--- src/rtl/cpuori_oci_dct_pkg.sv ---
// Shared types and defaults for the cpuori OCI debug-capture-trace packer.
package cpuori_oci_dct_pkg;

  typedef enum logic [1:0] {
    ST_FILL  = 2'd0,
    ST_FULL  = 2'd1,
    ST_FLUSH = 2'd2,
    ST_DONE  = 2'd3
  } dct_state_e;

  localparam int unsigned DEF_FRAME_W = 3;
  localparam int unsigned DEF_DEPTH   = 10;
  localparam int unsigned DEF_CNT_W   = 4;
  localparam int unsigned DEF_TS_W    = 16;

  // Bit offset of slot idx inside the packed buffer.
  function automatic int unsigned slot_off(input int unsigned idx, input int unsigned frame_w);
    return idx * frame_w;
  endfunction

endpackage

--- src/rtl/cpuori_oci_dct_slot_wr.sv ---
// One-hot slot write-enable decoder driven by the packer write index.
module cpuori_oci_dct_slot_wr #(
  parameter int unsigned DEPTH = 10,
  parameter int unsigned CNT_W = 4
) (
  input  logic [CNT_W-1:0] i_idx,
  input  logic             i_en,
  output logic [DEPTH-1:0] o_slot_en
);

  always_comb begin
    o_slot_en = '0;
    for (int unsigned i = 0; i < DEPTH; i++) begin
      if (i_idx == CNT_W'(i)) o_slot_en[i] = i_en;
    end
  end

endmodule

--- src/rtl/cpuori_oci_dct_packer.sv ---
// Packs narrow trace frames LSB-first into a wide buffer handed to the trace sink.
// Optional cycle timestamp of slot 0 enabled by CPUORI_OCI_DCT_TIMESTAMP_EN.
module cpuori_oci_dct_packer
  import cpuori_oci_dct_pkg::*;
#(
  parameter int unsigned FRAME_W = DEF_FRAME_W,
  parameter int unsigned DEPTH   = DEF_DEPTH,
  parameter int unsigned CNT_W   = DEF_CNT_W,
  parameter int unsigned TS_W    = DEF_TS_W
) (
  input  logic                     clk,
  input  logic                     reset,
  input  logic [FRAME_W-1:0]       frame_data,
  input  logic                     frame_valid,
  output logic                     frame_ready,
  output logic [FRAME_W*DEPTH-1:0] dct_buffer,
  output logic [CNT_W-1:0]         dct_count,
  output logic                     dct_valid,
  input  logic                     dct_ready,
  output logic [TS_W-1:0]          dct_ts,
  input  logic                     test_ending,
  output logic                     test_has_ended
);

  localparam int unsigned BUF_W = FRAME_W * DEPTH;

  dct_state_e         r_state, w_state_nxt;
  logic [BUF_W-1:0]   r_buf, w_buf_nxt;
  logic [CNT_W-1:0]   r_cnt, w_cnt_nxt;
  logic [CNT_W-1:0]   r_idx, w_idx_nxt;
  logic               r_valid, w_valid_nxt;
  logic               r_ended, w_ended_nxt;
  logic               r_end_pend, w_end_pend_nxt;

  logic               w_accept;
  logic [CNT_W-1:0]   w_wr_idx;
  logic [DEPTH-1:0]   w_slot_en;
  logic               w_last_slot;

  // In FULL the sink's ready is passed straight through so a frame can ride the handshake.
  assign frame_ready = (r_state == ST_FILL) | ((r_state == ST_FULL) & dct_ready);
  assign w_accept    = frame_valid & frame_ready;
  assign w_wr_idx    = (r_state == ST_FULL) ? '0 : r_idx;
  assign w_last_slot = (r_idx == CNT_W'(DEPTH - 1));

  cpuori_oci_dct_slot_wr #(
    .DEPTH (DEPTH),
    .CNT_W (CNT_W)
  ) u_slot_wr (
    .i_idx     (w_wr_idx),
    .i_en      (w_accept),
    .o_slot_en (w_slot_en)
  );

  always_comb begin
    w_state_nxt    = r_state;
    w_buf_nxt      = r_buf;
    w_cnt_nxt      = r_cnt;
    w_idx_nxt      = r_idx;
    w_valid_nxt    = r_valid;
    w_ended_nxt    = r_ended;
    w_end_pend_nxt = r_end_pend;

    case (r_state)
      ST_FILL: begin
        if (w_accept) begin
          for (int unsigned i = 0; i < DEPTH; i++) begin
            if (w_slot_en[i]) w_buf_nxt[slot_off(i, FRAME_W) +: FRAME_W] = frame_data;
          end
          w_cnt_nxt = r_cnt + CNT_W'(1);
          if (w_last_slot) begin
            w_state_nxt    = ST_FULL;
            w_valid_nxt    = 1'b1;
            w_idx_nxt      = '0;
            w_end_pend_nxt = test_ending;
          end else begin
            w_idx_nxt = r_idx + CNT_W'(1);
            if (test_ending) begin
              w_state_nxt = ST_FLUSH;
              w_valid_nxt = 1'b1;
            end
          end
        end else if (test_ending) begin
          if (r_cnt == '0) begin
            w_state_nxt = ST_DONE;
            w_ended_nxt = 1'b1;
          end else begin
            w_state_nxt = ST_FLUSH;
            w_valid_nxt = 1'b1;
          end
        end
      end

      ST_FULL: begin
        if (test_ending) w_end_pend_nxt = 1'b1;
        if (dct_ready) begin
          w_buf_nxt   = '0;
          w_cnt_nxt   = '0;
          w_idx_nxt   = '0;
          w_valid_nxt = 1'b0;
          w_state_nxt = ST_FILL;
          if (w_accept) begin
            for (int unsigned i = 0; i < DEPTH; i++) begin
              if (w_slot_en[i]) w_buf_nxt[slot_off(i, FRAME_W) +: FRAME_W] = frame_data;
            end
            w_cnt_nxt = CNT_W'(1);
            w_idx_nxt = CNT_W'(1);
            // A frame riding the final handshake still has to be flushed before completion.
            if (r_end_pend | test_ending) begin
              w_state_nxt    = ST_FLUSH;
              w_valid_nxt    = 1'b1;
              w_end_pend_nxt = 1'b0;
            end
          end else if (r_end_pend | test_ending) begin
            w_state_nxt    = ST_DONE;
            w_ended_nxt    = 1'b1;
            w_end_pend_nxt = 1'b0;
          end
        end
      end

      ST_FLUSH: begin
        if (dct_ready) begin
          w_buf_nxt   = '0;
          w_cnt_nxt   = '0;
          w_idx_nxt   = '0;
          w_valid_nxt = 1'b0;
          w_state_nxt = ST_DONE;
          w_ended_nxt = 1'b1;
        end
      end

      default: begin
      end
    endcase
  end

  always_ff @(posedge clk or posedge reset) begin
    if (reset) begin
      r_state    <= ST_FILL;
      r_buf      <= '0;
      r_cnt      <= '0;
      r_idx      <= '0;
      r_valid    <= 1'b0;
      r_ended    <= 1'b0;
      r_end_pend <= 1'b0;
    end else begin
      r_state    <= w_state_nxt;
      r_buf      <= w_buf_nxt;
      r_cnt      <= w_cnt_nxt;
      r_idx      <= w_idx_nxt;
      r_valid    <= w_valid_nxt;
      r_ended    <= w_ended_nxt;
      r_end_pend <= w_end_pend_nxt;
    end
  end

`ifdef CPUORI_OCI_DCT_TIMESTAMP_EN
  logic [TS_W-1:0] r_ts_cnt;
  logic [TS_W-1:0] r_ts;
  logic            w_ts_latch;

  assign w_ts_latch = w_accept & (w_wr_idx == '0);

  // Free-running cycle counter; its value when slot 0 is written travels with the buffer.
  always_ff @(posedge clk or posedge reset) begin
    if (reset) begin
      r_ts_cnt <= '0;
      r_ts     <= '0;
    end else begin
      r_ts_cnt <= r_ts_cnt + TS_W'(1);
      if (w_ts_latch) r_ts <= r_ts_cnt;
    end
  end

  assign dct_ts = r_ts;
`else
  assign dct_ts = '0;
`endif

  assign dct_buffer     = r_buf;
  assign dct_count      = r_cnt;
  assign dct_valid      = r_valid;
  assign test_has_ended = r_ended;

endmodule

--- config.mk ---
export PLATFORM = sky130hd
export DESIGN_NAME = cpuori_oci_dct_packer
export DESIGN_NICKNAME = d
export VERILOG_FILES = /design/src/rtl/cpuori_oci_dct_pkg.sv /design/src/rtl/cpuori_oci_dct_slot_wr.sv /design/src/rtl/cpuori_oci_dct_packer.sv
export SDC_FILE = /design/constraint.sdc
export NUM_CORES = 1
export LEC_CHECK = 0
export CORE_MARGIN = 5
export CORE_UTILIZATION = 40
export DETAILED_ROUTE_END_ITERATION = 6
export HOLD_SLACK_MARGIN = 0.15
export PLACE_DENSITY = 0.66
export RECOVER_POWER = 50
export SKIP_CTS_REPAIR_TIMING = 1
export SYNTH_ARGS = -nofsm -noshare
export SYNTH_HDL_FRONTEND = slang
export SYNTH_HIERARCHICAL = 1
export SYNTH_SLANG_ARGS = --single-unit
--- constraint.sdc ---
create_clock -name clk -period 3.1 [get_ports clk]
set_clock_uncertainty 0.15 [all_clocks]
set_input_delay 0.93 -clock clk [delete_from_list [all_inputs] [get_ports clk]]
set_output_delay 0.93 -clock clk [all_outputs]
set_load 0.005 [all_outputs]
-- After elaboration in Yosys (flattened, before gate mapping)
Cells that the tools add are included.
- $add $sub $neg: 2
- $mul: 0
- divide/modulo/power cells: 0
- magnitude comparators: 0
- eq/ne operators: 34
- shifts and indexed selects: 0
- mux-type cells: 79
- bitwise gates (word level): 4
- reductions and logical operators: 20
- operators by type and width (kind ; number):
    $mux 30 ; 4
    $pmux 30 s3 ; 1
    $mux 3 ; 20
    $reduce_and 5->1 ; 11
    $mux 1 ; 33
    $ne 2x1->1 const B ; 13
    $mux 4 ; 6
    $pmux 4 s3 ; 2
    $mux 2 ; 9
    $eq 4x3->1 const B ; 4
    $eq 4x4->1 const B ; 3
    $ne 2x2->1 const B ; 6
    $add 4x1->4 const B ; 2
    $eq 4x2->1 const B ; 2
    $logic_not 4->1 ; 2
    $reduce_and 8->1 ; 1
    $ne 3x2->1 const B ; 2
    $pmux 1 s3 ; 2
    $pmux 2 s3 ; 1
    $reduce_and 6->1 ; 1
    $eq 4x1->1 const B ; 1
    $reduce_and 4->1 ; 1
    $ne 3x3->1 const B ; 1
    $reduce_and 3->1 ; 1
    8 further kinds ; 10
- bits in registers: 43
- latch bits: 0
- bits in writable memories: 0
- memory bits (read-only): 0
- input port bits: 8
- output and inout bits: 53
- word-level logic and storage cells: 155
- memories kept: 0

-- Depth between registers and ports, before layout
- depth after elaboration: 9
- depth in mapped cells: 12
- mapped depth without buffers: 11

-- Hierarchy
The synthesis kept the hierarchy.
- modules (own cells, without submodules) (module ; instances ; cells each ; area each (µm²) ; sequential area each (µm²)):
    cpuori_oci_dct_packer ; 1 ; 290 ; 2628.8 ; 1076.0
    cpuori_oci_dct_slot_wr ; 1 ; 16 ; 86.3 ; 0.0

-- Worst setup path before layout
OpenSTA, ideal clock, no wires.
- kind: input-to-reg
- from: input dct_ready
- to: register r_buf[9], in the netlist dct_buffer[9]
- data arrival time: 2.398 ns
- data required time: 2.825 ns
- slack: 0.427 ns
- stages: 9
- buffers on the path: 0
- cell sequence: a21oi_1 -> inv_1 -> nand2_1 -> inv_1 -> or3b_1 -> nor2_1 -> nor2b_1 -> nor2_2 -> mux2_2
- cells in the longest elaborated chain, start to end: 8
- elaborated cells between the ends (all ways): 13
- RTL lines (item ; line ; RTL):
    from (decl) ; cpuori_oci_dct_packer.sv:19 ; input logic dct_ready,
    $and 1x1->1 (*) ; cpuori_oci_dct_packer.sv:41 ; assign frame_ready = (r_state == ST_FILL) | ((r_state == ST_FULL) & dct_ready);
    $or 1x1->1 (*) ; cpuori_oci_dct_packer.sv:41 ;
    net frame_ready ; cpuori_oci_dct_packer.sv:15 ; output logic frame_ready,
    $and 1x1->1 (*) ; cpuori_oci_dct_packer.sv:42 ; assign w_accept = frame_valid & frame_ready;
    net w_accept ; cpuori_oci_dct_packer.sv:35 ; logic w_accept;
    $mux 1 (*) ; cpuori_oci_dct_slot_wr.sv:14 ; if (i_idx == CNT_W'(i)) o_slot_en[i] = i_en;
    net w_slot_en[3] ; cpuori_oci_dct_packer.sv:37 ; logic [DEPTH-1:0] w_slot_en;
    $mux 3 ; cpuori_oci_dct_packer.sv:104 ; if (w_slot_en[i]) w_buf_nxt[slot_off(i, FRAME_W) +: FRAME_W] = frame_data;
    $mux 30 ; cpuori_oci_dct_packer.sv:102 ; if (w_accept) begin
    $mux 30 ; cpuori_oci_dct_packer.sv:96 ; if (dct_ready) begin
    $pmux 30 s3 ; cpuori_oci_dct_packer.sv:64 ; case (r_state)
    to (signal assigned) ; cpuori_oci_dct_packer.sv:149 ; r_buf <= w_buf_nxt;
    to (decl) ; cpuori_oci_dct_packer.sv:28 ; logic [BUF_W-1:0] r_buf, w_buf_nxt;
Mark *: on every way through the listed nets, which the timed path passes. The rest lies on a longest branch. The select of a mux whose other input is x is not followed.
A chain may end at the register's enable or synchronous reset.

-- Final worst setup path
- from: input dct_ready
- to: register r_idx[3]
- cells in the longest elaborated chain, start to end: 5
- elaborated cells between the ends (all ways): 7
- RTL lines (item ; line ; RTL):
    $and 1x1->1 ; cpuori_oci_dct_packer.sv:41 ;
    $or 1x1->1 ; cpuori_oci_dct_packer.sv:41 ;
    $and 1x1->1 ; cpuori_oci_dct_packer.sv:42 ;
    $ne 2x1->1 (no source line) ; -- ;
    $reduce_and 4->1 (no source line) (*) ; -- ;
    to (signal assigned) ; cpuori_oci_dct_packer.sv:151 ; r_idx <= w_idx_nxt;
    to (decl) ; cpuori_oci_dct_packer.sv:30 ; logic [CNT_W-1:0] r_idx, w_idx_nxt;
Mark *: on every way between the ends. The rest lies on a longest branch, timed or not.

==> results.yml <==
setup_path:
  slowest_stage: "or3_1"
  cp.depth: 7
  critPathArrivalTime_ns: 2.90
  cp_top_family: "buffers and inverters"
  crit_chain: "clkdlybuf4s50_1 -> clkbuf_1 -> o21ba_4 -> or3_1 -> buf_4 -> o21ai_0 -> o41ai_2"
  slowest_delay_ns: 0.50
  required_ns: 3.12
  path_buf_inv: 3
  cp_max_fo: 6
  crit_path_start: "dct_ready"
  critPathLaunchType: "primary input"
  reg2reg_depth: 12
  crit_type: "primary input to flip-flop"
  reg2reg_from: "r_state[0]"
  worstSetupEndpointType: "flip-flop"
route:
  finalWirelength_um: 6810
  via_per_inst: 5.37
  avgRoutedWirePerCell_um: 15.1
  drc: 0
  vias: 2421
  first_pass_iters: 4
  detail-route-antenna-nets: 0
  drt_iter0_markers: 212
power:
  pwr-share-comb: 0.646
  p_int_mw: 2.19
  p_switching_mw: 1.72
  clockPowerShare: 0.091
  pwr-share-seq: 0.263
  netSwitchingFraction: 0.441
  p_per_area_mw_per_mm2: 1140
  p_leak_nw: 1.48
  ir_worst_vdd_uv: 518
place:
  portBuffers: 44
  post-place-cells: 443
  dp_hpwl_um: 4860
  gp_congestion: 0.859
layout:
  nets: 386
  drive_gt1_frac: 0.129
  diodes: 0
  regArea_mm2: 0.00108
  multiInputGateArea_mm2: 0.00148
  syn_to_final_growth_pct: 26.3
  fin_cells: 451
  nFillCells: 640
yosys:
  syn_inst: 306
  synth_cell_types: 49
  synth_xor_area_frac: 0
  synth-simple-area-share: 0.240
  muxShareOfSynthArea: 0.0124
  synth_top_flop_cell: "dfrtp_1"
  syn_area_per_cell_um2: 8.87
  netlist_area_mm2: 0.00272
  synth_top_family_by_area: "simple AND/OR/NAND/NOR gates"
  yosysSeqAreaShare: 0.396
  yosys_warnings: 6
  synthAdderAreaFrac: 0.0369
  async_reset_ff_frac: 1.00
  ys_seq_elements: 43
  synth-edff-count: 0
  synth_compound_area_frac: 0.233
die:
  die_h_um: 92.4
  die-width_um: 92.4
  die-area_mm2: 0.00853
  ioPinCount: 61
  core_mm2: 0.00668
  initial_core_util: 0.406
  num_rows: 30
outcome:
  status: "finished clean"
clock_network:
  clockBufferDepth: 2
  path_clk_slew_ns: 0.08
  h-tree-depth: 2
  cts_tree: "built"
  cts_buffers: 5
  cts_root_buf: "clkbuf_8"
  cts_sinks: 43
  clock_latency_ns: 0.30
timing:
  hold_viol: 0
  final.setup.tns_ns: 0
  drv_slew: 0
  grt_setup_unrepaired: "no"
  period_share: 0.931
  max_freq_ghz: 0.347
  setup_viol: 0
  post-route-min-period_ns: 2.89
  worst_pin_slew_ns: 0.663
  slew_headroom: 0.555
run:
  drv_cap: 0
grt:
  grt_overflow_total: 0
  antenna_found_initial: 0
  grtUsageTotal: 0.168
  grt_pass1_wl_um: 11500
  grt_start_max_net_pins: 31
  first_global_vias: 2288
min_path:
  min_path_cells: 1
  hold_start: "test_has_ended"
  hold_path_class: "flip-flop to flip-flop"
[cells in the mapped netlist, types with 2 or more instances]
| cell | count | area [um^2] |
|---|---|---|
| a211oi_1 | 18 | 135 |
| a21boi_0 | 2 | 15.0 |
| a21oi_1 | 32 | 160 |
| a21oi_4 | 2 | 32.5 |
| a2bb2oi_1 | 2 | 17.5 |
| a311oi_1 | 2 | 17.5 |
| a31o_2 | 2 | 17.5 |
| a31oi_1 | 8 | 50.1 |
| and3b_1 | 2 | 17.5 |
| buf_2 | 5 | 25.0 |
| buf_4 | 17 | 128 |
| clkbuf_1 | 7 | 26.3 |
| dfrtp_1 | 43 | 1080 |
| ha_1 | 8 | 100 |
| inv_1 | 10 | 37.5 |
| mux2_2 | 3 | 33.8 |
| nand2_1 | 19 | 71.3 |
| nand2b_1 | 31 | 194 |
| nand3_1 | 5 | 25.0 |
| nand3b_1 | 4 | 30.0 |
| nor2_1 | 32 | 120 |
| nor2_2 | 2 | 12.5 |
| nor2b_1 | 8 | 50.1 |
| nor3_1 | 4 | 20.0 |
| nor3b_1 | 2 | 15.0 |
| o21a_1 | 2 | 15.0 |
| o21ai_0 | 11 | 55.1 |
| o311ai_0 | 2 | 17.5 |
[layer usage]
layer,GRT usage,wire length [um],up-vias
li1,-,-,1187
met1,0.233,3220,1163
met2,0.261,3150,61
met3,0.0317,319,10
met4,0.0582,127,0
met5,0,0,-
[power by group through the flow]
| stage | clock network, mW | registers, mW | logic (mW) |
|---|---|---|---|
| 6_report | 0.355 | 1.03 | 2.53 |
| 5_1_grt | 0.394 | 1.07 | 2.82 |
| 4_1_cts | 0.372 | 1.04 | 2.59 |
| 3_5_place_dp | 0 | 1.05 | 2.57 |
| 3_3_place_gp | 0 | 1.04 | 2.53 |
| 2_1_floorplan | 0 | 1.03 | 1.58 |
[sequential cells by signal (all words and copies together), names as in the netlist]
name            flops
dct_buffer         30
r_state             2
r_idx               4
test_has_ended      1
dct_valid           1
dct_count           4
r_end_pend          1
[worst paths after layout]
path / to / slack [ns]
max in group asynchronous: dct_buffer[8] / 0.88
min: test_has_ended / 0.34
min reg2reg: test_has_ended / 0.34
max reg2reg: dct_buffer[1] / 0.44
max: r_idx[3] / 0.21
min in group asynchronous: dct_buffer[9] / 0.94
[per-stage QoR]
| stage | utilization | cell area [um^2] | hold WS (ns) | total power [mW] | setup slack, ns |
|---|---|---|---|---|---|
| after floorplan | - | 2770 | 0.316 | 2.62 | 0.427 |
| after global placement | 0.503 | 3360 | 0.330 | 3.57 | -0.0414 |
| after detailed placement | 0.503 | 3360 | 0.325 | 3.62 | -0.0690 |
| after CTS | 0.516 | 3450 | 0.344 | 4.00 | -0.0578 |
| after global routing | 0.513 | 3430 | 0.365 | 4.28 | 0.00576 |
| final | 0.513 | 3430 | 0.336 | 3.91 | 0.214 |
[cell usage in the layout, fill, tap and decap left out, types with 2 or more instances in the layout]
cell             count
dfrtp_1             43
nor2_1              32
a21oi_1             32
nand2b_1            31
clkdlybuf4s50_1     25
buf_4               24
nand2_1             19
a211oi_1            18
dlygate4sd3_1       18
conb_1              16
o21ai_0             11
inv_1                9
nor2b_1              8
a31oi_1              8
ha_1                 8
nand3_1              5
clkbuf_8             5
nand3b_1             4
nor3_1               4
mux2_2               3
a21boi_0             2
nor2_2               2
and3b_1              2
o311ai_0             2
o21a_1               2
nor3b_1              2
a311oi_1             2
a31o_2               2
a2bb2oi_1            2
a21oi_4              2
clkbuf_1             2
[final cells by class]
class                   count  share of cell area
multi-input cells         239               0.431
flip-flops and latches     43               0.314
repair buffers             71               0.190
well taps                  80              0.0292
clock buffers               6              0.0212
inverters                  10              0.0109
clock inverters             2             0.00365
[kinds of logic after synthesis]
logic type                 after synthesis
and+or+nand+nor                        119
AOI/OAI and AO/OA                       93
DFF                                     43
buffers and inverters                   39
adders and majority gates                8
muxes                                    3
other                                    1
(Power assumes the default switching activity.)
